$ cat src/rtl/nrng_if.sv
// Valid/ready/data channel shared by the nrng configuration input and point output.
interface dti #(
    parameter int WIDTH = 8
);
    logic             valid;
    logic             ready;
    logic [WIDTH-1:0] data;

    modport producer (output valid, output data, input  ready);
    modport consumer (input  valid, input  data, output ready);
    modport master   (output valid, output data, input  ready);
    modport slave    (input  valid, input  data, output ready);
endinterface

$ cat src/rtl/nrng.sv
// Nested range generator: walks an NDIM-deep {start, stop, incr} range, dim 0 fastest,
// one point per output handshake; the config handshake completes on the final point.
//
//   state   | meaning
//   --------+--------------------------------------------------------------
//   ST_IDLE | no point emitted yet; outputs show the cfg start fields
//   ST_BUSY | mid-range; outputs show the per-dim counters
module nrng #(
    parameter int NDIM      = 2,
    parameter int W         = 16,
    parameter int SIGNED    = 0,
    parameter int INCLUSIVE = 0
) (
    input  logic clk,
    input  logic rst,
    dti.consumer cfg,
    dti.producer dout
);
    typedef enum logic {ST_IDLE = 1'b0, ST_BUSY = 1'b1} state_t;

    state_t            state_q, state_d;
    logic [W-1:0]      start_f [NDIM];
    logic [W-1:0]      stop_f  [NDIM];
    logic [W-1:0]      incr_f  [NDIM];
    logic [W-1:0]      value   [NDIM];
    logic [W-1:0]      cnt_q   [NDIM];
    logic [W-1:0]      cnt_d   [NDIM];
    logic [W:0]        next_v  [NDIM];
    logic [NDIM-1:0]   last_v, carry, eot;
    logic [NDIM*W-1:0] value_flat;
    logic [W:0]        stop_x;
    logic              sgn_v, sgn_i, sgn_s, gt_v, eq_v, acc;
    logic              hs, fin;

    if (NDIM < 1 || NDIM > 4) begin : g_ndim_err
        $error("nrng: NDIM must be 1..4");
    end
    if ($bits(cfg.data) != NDIM*3*W) begin : g_cfg_width_err
        $error("nrng: cfg data width must be NDIM*3*W");
    end
    if ($bits(dout.data) != NDIM*W + NDIM) begin : g_dout_width_err
        $error("nrng: dout data width must be NDIM*W+NDIM");
    end

    always_comb begin : field_decode
        value_flat = '0;
        for (int k = 0; k < NDIM; k++) begin
            start_f[k] = cfg.data[3*W*k       +: W];
            stop_f[k]  = cfg.data[3*W*k + W   +: W];
            incr_f[k]  = cfg.data[3*W*k + 2*W +: W];
            value[k]   = (state_q == ST_BUSY) ? cnt_q[k] : start_f[k];
            value_flat[W*k +: W] = value[k];
        end
    end

    // The extra bit keeps an overflowing step out of range instead of wrapping back in.
    always_comb begin : step_compare
        stop_x = '0;
        sgn_v  = 1'b0;
        sgn_i  = 1'b0;
        sgn_s  = 1'b0;
        gt_v   = 1'b0;
        eq_v   = 1'b0;
        last_v = '0;
        for (int k = 0; k < NDIM; k++) begin
            next_v[k] = '0;
            sgn_v = (SIGNED != 0) && value[k][W-1];
            sgn_i = (SIGNED != 0) && incr_f[k][W-1];
            sgn_s = (SIGNED != 0) && stop_f[k][W-1];
            next_v[k] = {sgn_v, value[k]} + {sgn_i, incr_f[k]};
            stop_x    = {sgn_s, stop_f[k]};
            gt_v = (SIGNED != 0) ? ($signed(next_v[k]) > $signed(stop_x)) : (next_v[k] > stop_x);
            eq_v = (next_v[k] == stop_x);
            if (incr_f[k] == '0)
                last_v[k] = 1'b1;
            else if (sgn_i)
                last_v[k] = (INCLUSIVE != 0) ? !(gt_v || eq_v) : !gt_v;
            else
                last_v[k] = (INCLUSIVE != 0) ? gt_v : (gt_v || eq_v);
        end
    end

    always_comb begin : eot_chain
        acc   = 1'b1;
        carry = '0;
        eot   = '0;
        for (int k = 0; k < NDIM; k++) begin
            carry[k] = acc;
            acc      = acc & last_v[k];
            eot[k]   = acc;
        end
    end

    assign hs         = cfg.valid & dout.ready;
    assign fin        = hs & eot[NDIM-1];
    assign dout.valid = cfg.valid;
    assign dout.data  = {eot, value_flat};
    assign cfg.ready  = fin;

    always_comb begin : next_state
        state_d = state_q;
        for (int k = 0; k < NDIM; k++) cnt_d[k] = cnt_q[k];
        if (hs) begin
            if (fin) begin
                state_d = ST_IDLE;
                for (int k = 0; k < NDIM; k++) cnt_d[k] = start_f[k];
            end else begin
                state_d = ST_BUSY;
                // Holding copies value, not cnt_q, so leaving idle latches the start fields.
                for (int k = 0; k < NDIM; k++) begin
                    if (eot[k])
                        cnt_d[k] = start_f[k];
                    else if (carry[k] && !last_v[k])
                        cnt_d[k] = next_v[k][W-1:0];
                    else
                        cnt_d[k] = value[k];
                end
            end
        end
    end

    always_ff @(posedge clk) begin
        if (!rst) begin
            state_q <= ST_IDLE;
            for (int k = 0; k < NDIM; k++) cnt_q[k] <= '0;
        end else begin
            state_q <= state_d;
            for (int k = 0; k < NDIM; k++) cnt_q[k] <= cnt_d[k];
        end
    end
endmodule

$ cat src/flat_wrapper.sv
// flat-port wrapper written by rule: the top's interface ports become plain ports
module nrng_flat 
#(
    parameter int NDIM      = 2,
    parameter int W         = 16,
    parameter int SIGNED    = 0,
    parameter int INCLUSIVE = 0
)
  (clk, rst, cfg_valid, cfg_data, cfg_ready, dout_valid, dout_data, dout_ready);
  dti #(.WIDTH(((2)*3*W))) cfg_i ();
  dti #(.WIDTH(((2)*W + (2)))) dout_i ();
  input  logic clk;
  input  logic rst;
  input wire logic [$bits(cfg_i.valid)-1:0] cfg_valid;
  input wire logic [$bits(cfg_i.data)-1:0] cfg_data;
  output wire logic [$bits(cfg_i.ready)-1:0] cfg_ready;
  output wire logic [$bits(dout_i.valid)-1:0] dout_valid;
  output wire logic [$bits(dout_i.data)-1:0] dout_data;
  input wire logic [$bits(dout_i.ready)-1:0] dout_ready;
  assign cfg_i.valid = cfg_valid;
  assign cfg_i.data = cfg_data;
  assign cfg_ready = cfg_i.ready;
  assign dout_valid = dout_i.valid;
  assign dout_data = dout_i.data;
  assign dout_i.ready = dout_ready;
  nrng #(.NDIM(NDIM), .W(W), .SIGNED(SIGNED), .INCLUSIVE(INCLUSIVE)) u_core (.clk(clk), .rst(rst), .cfg(cfg_i), .dout(dout_i));
endmodule
$ cat config.mk
export PLATFORM = sky130hd
export DESIGN_NAME = nrng_flat
export DESIGN_NICKNAME = d
export VERILOG_FILES = /design/src/rtl/nrng_if.sv /design/src/rtl/nrng.sv /design/src/flat_wrapper.sv
export SDC_FILE = /design/constraint.sdc
export NUM_CORES = 1
export LEC_CHECK = 0
export ABC_AREA = 0
export CAP_MARGIN = 5
export CORE_ASPECT_RATIO = 0.6
export CORE_MARGIN = 1
export CORE_UTILIZATION = 45
export CTS_CLUSTER_SIZE = 40
export DETAILED_ROUTE_END_ITERATION = 16
export DONT_BUFFER_PORTS = 1
export PLACE_DENSITY = 0.62
export SLEW_MARGIN = 5
export SYNTH_ARGS = -nofsm -noshare
export SYNTH_HDL_FRONTEND = slang
export SYNTH_SLANG_ARGS = --single-unit
$ cat constraint.sdc
create_clock -name clk -period 7.4 [get_ports clk]
set_input_delay 1.48 -clock clk [delete_from_list [all_inputs] [get_ports clk]]
set_output_delay 1.48 -clock clk [all_outputs]
set_load 0.02 [all_outputs]
==> results.md <==
* Run status: complete, no violations
* Worst hold slack after final layout at 472 ps
* Slew Limit Fails at 0
* Classification of the worst setup path: in -> out
* Type of the most critical hold path: reg -> reg
* Sequential cell area at 661 um^2
* Number of post-CTS setup repair buffers at 0
* Share of flip-flops with an asynchronous set or reset at 0%
* Layout cells sized above 1 at 12.3%
* Gates resized, CTS repair at 0
* # Max-Cap Violations at 0
* Number of DRC violations after detailed-routing iteration 0 at 360
* Cell type with the highest aggregate area in the netlist: sky130_fd_sc_hd__ha_1
* Leakage at 1.97 nW
* Final hold vios at 0
* Worst EP required at around 5900 ps
* First-pass GRT wire length at 21500 um
* Largest net degree at the start of global routing at 58
* CTS clk-pin slew, worst paths at 60 ps
* Transition time at the pin with the least slew margin at 1090 ps
* Commonest cells after routing, fill and taps aside: sky130_fd_sc_hd__ha_1 (64), sky130_fd_sc_hd__nand2_1 (52), sky130_fd_sc_hd__a21oi_1 (48), sky130_fd_sc_hd__inv_1 (41), sky130_fd_sc_hd__mux2_2 (41)
* Port bufs at 0
* Via total after detailed routing at 4119
* Final Setup Violations at 0
* Dominant combinational cell family by area after synthesis: compound AO/OA/AOI/OAI gates
* Leading cell types by total area after synthesis: sky130_fd_sc_hd__ha_1 (19%), sky130_fd_sc_hd__dfxtp_1 (15%), sky130_fd_sc_hd__mux2_2 (11%)
* Post-DP HPWL at around 11000 um
* DRC violation count after routing at 0
* XOR/XNOR Fraction of Synth Area at approximately 5.3%
* EDFF count, synth at 0
* Setup repair after global routing missed its margin: false
* Commonest non-fill, non-tap cell in the layout: sky130_fd_sc_hd__ha_1
* Total Neg Setup Slack at 0 ps
* Top FF cell, synth: sky130_fd_sc_hd__dfxtp_1
* Final period demand of the worst path at 7170 ps
* Routed wire length at 13800 um
* Adder-cell area share of the yosys netlist at 19.6%
* Multiplexer area fraction after synthesis at 12.2%
* Post-DR vias/cell at around 6.2
* Last weighted congestion value of the routability-driven placer at slightly above 0.9
* Overflow left after global routing at 0
* Area of the die at 9940 um^2
* Final design instance area without fill at around 4600 um^2
* Post-synthesis instance area at ~4300 um^2
* Maximum VDD drop at 176 uV
* Floorplan die height at approximately 78 um
* Area grow syn2layout at 6.36%
* Longest Clk Path Bufs at 2
* Synth unique cells at 51
* Initial antenna violation count at 0
* Type of destination of the critical path: output pin
* Clock insertion delay at the later pin of the skew report at 280 ps
* Remaining antenna violation count after routing at 0
* Cell at the root of the clock tree: sky130_fd_sc_hd__clkbuf_16
* Number of fill cells in the layout at 930
* Area share of the largest cell type after synthesis at 18.7%
* IO Count at 136
* Clock sink count at 33
* Initial Util at 46.5%
* Synthesized netlist net count at slightly above 700
* Clock tree from TritonCTS: built
* Compound-Gate Fraction of Synth Area at 24.9%
* Pwr per Cell Area at 242 nW/um^2
* Post-detailed-route wirelength per cell at slightly above 20 um
* Total core area at 9220 um^2
* Post-Synthesis Mean Instance Area at 7.84 um^2
* Post-CTS Hold Fix Bufs at 0
* Crit path launch type: primary input
* Nets at 703
* Final cycle utilization of the critical path at between 90% and 100%
* GRT Util Overall at 28.1%
* Power, Total at 1.10 mW
* Final core occ at 49.5%
* Synthesized instance count at 547
* Number of global-route vias before repair at about 3900
* Detailed-routing iteration count for the pre-antenna-repair pass at 5
* Yosys warns at 0
* Fmax at between 100 and 150 MHz
* Simple logic cell fraction of the synthesized area at around 16%
* CTS HTree Levels at 2
* Critical path peak fanout at 4
* DIE WIDTH at ~130 um
* Sequential fraction of the synthesis area at 15.4%
* Critical path arrival at 5690 ps
* Slew Limit Headroom at 27.7%
* Synthesis-stage register bit count at 33
* Footprint of the multi-input gates at 3360 um^2
* Number of buffers inserted during clock tree synthesis at 5
* Std-Cell Rows at 27
* Skew final at 4.34 ps
* Antenna Cells at 0
* Total placed instance area at 4420 um^2
-- final timing paths --
path	endpoint	slack, ps	start	cells past startpoint
worst max-delay path	cfg_ready	230	cfg_data[1]	18
worst min-delay path	u_core.cnt_q[0][2]	470	u_core.cnt_q[0][2]	2
worst max register to register	u_core.cnt_q[0][15]	1330	u_core.state_q	21
worst min register to register	u_core.cnt_q[0][2]	470	u_core.cnt_q[0][2]	2
-- flip-flops by register name, indices dropped and copies added (netlist names) --
register	count
u_core.cnt_q	32
u_core.state_q	1
-- metrics by stage --
stage                     setup WS [ps]  std cells
final                               228        667
after global routing               44.6        667
after CTS                           291        667
after detailed placement            336        660
after global placement              342        660
after floorplan                     305        547
-- cells in the mapped netlist, types with 6 or more instances --
cell                        number
sky130_fd_sc_hd__a211oi_1       10
sky130_fd_sc_hd__a21o_1          6
sky130_fd_sc_hd__a21oi_1        48
sky130_fd_sc_hd__a2bb2oi_1       8
sky130_fd_sc_hd__a31oi_1        19
sky130_fd_sc_hd__and2_1          7
sky130_fd_sc_hd__clkbuf_1       18
sky130_fd_sc_hd__dfxtp_1        33
sky130_fd_sc_hd__ha_1           64
sky130_fd_sc_hd__inv_1          41
sky130_fd_sc_hd__mux2_2         41
sky130_fd_sc_hd__mux2i_1         6
sky130_fd_sc_hd__nand2_1        52
sky130_fd_sc_hd__nand2b_1        7
sky130_fd_sc_hd__nand3_1        25
sky130_fd_sc_hd__nand4_1        10
sky130_fd_sc_hd__nor2_1         19
sky130_fd_sc_hd__nor4_1         11
sky130_fd_sc_hd__o21ai_0        29
sky130_fd_sc_hd__xnor2_1        20
sky130_fd_sc_hd__xor2_1          6
-- final cells by class --
class	instances	area share, %
Tap cell	130	3.57
Multi-Input combinational cell	445	73.7
Inverter	42	3.46
Timing Repair Buffer	10	1.65
Sequential cell	33	14.5
Clock buffer	7	3.13
-- layer usage --
layer  share of wire (%)  global-route usage [%]
met5                   0                       0
met4                0.45                    2.71
met1                  54                    44.8
met3                 8.4                    6.90
met2                  37                    37.5
-- where the power goes --
group	switching (mW)	internal, mW	leakage (nW)
sequential	0.0113	0.198	0.271
clock	0.0883	0.133	0.0700
combinational	0.403	0.270	1.63
-- critical path: stages --
cell and delay [ps]:
sky130_fd_sc_hd__mux2_2 340, sky130_fd_sc_hd__ha_1 340, sky130_fd_sc_hd__a211oi_1 350, sky130_fd_sc_hd__nor4_1 120
sky130_fd_sc_hd__nor2_1 200, sky130_fd_sc_hd__a21oi_1 170, sky130_fd_sc_hd__a41o_1 290, sky130_fd_sc_hd__or2_2 290
sky130_fd_sc_hd__a21oi_1 190, sky130_fd_sc_hd__xnor2_1 140, sky130_fd_sc_hd__ha_1 290, sky130_fd_sc_hd__o2111ai_1 110
sky130_fd_sc_hd__a31oi_1 90, sky130_fd_sc_hd__or4_4 520, sky130_fd_sc_hd__a311oi_4 290, sky130_fd_sc_hd__and2_1 230
sky130_fd_sc_hd__nor3_1 80, sky130_fd_sc_hd__buf_4 170
-- cell families after synthesis --
logic type	count (synthesis)
and+or+nand+nor	144
AOI/OAI and AO/OA	162
DFF	33
muxes	47
adders and majority gates	66
xor gates and xnor gates	26
buffers and inverters	69
(Power assumes the default switching activity.)
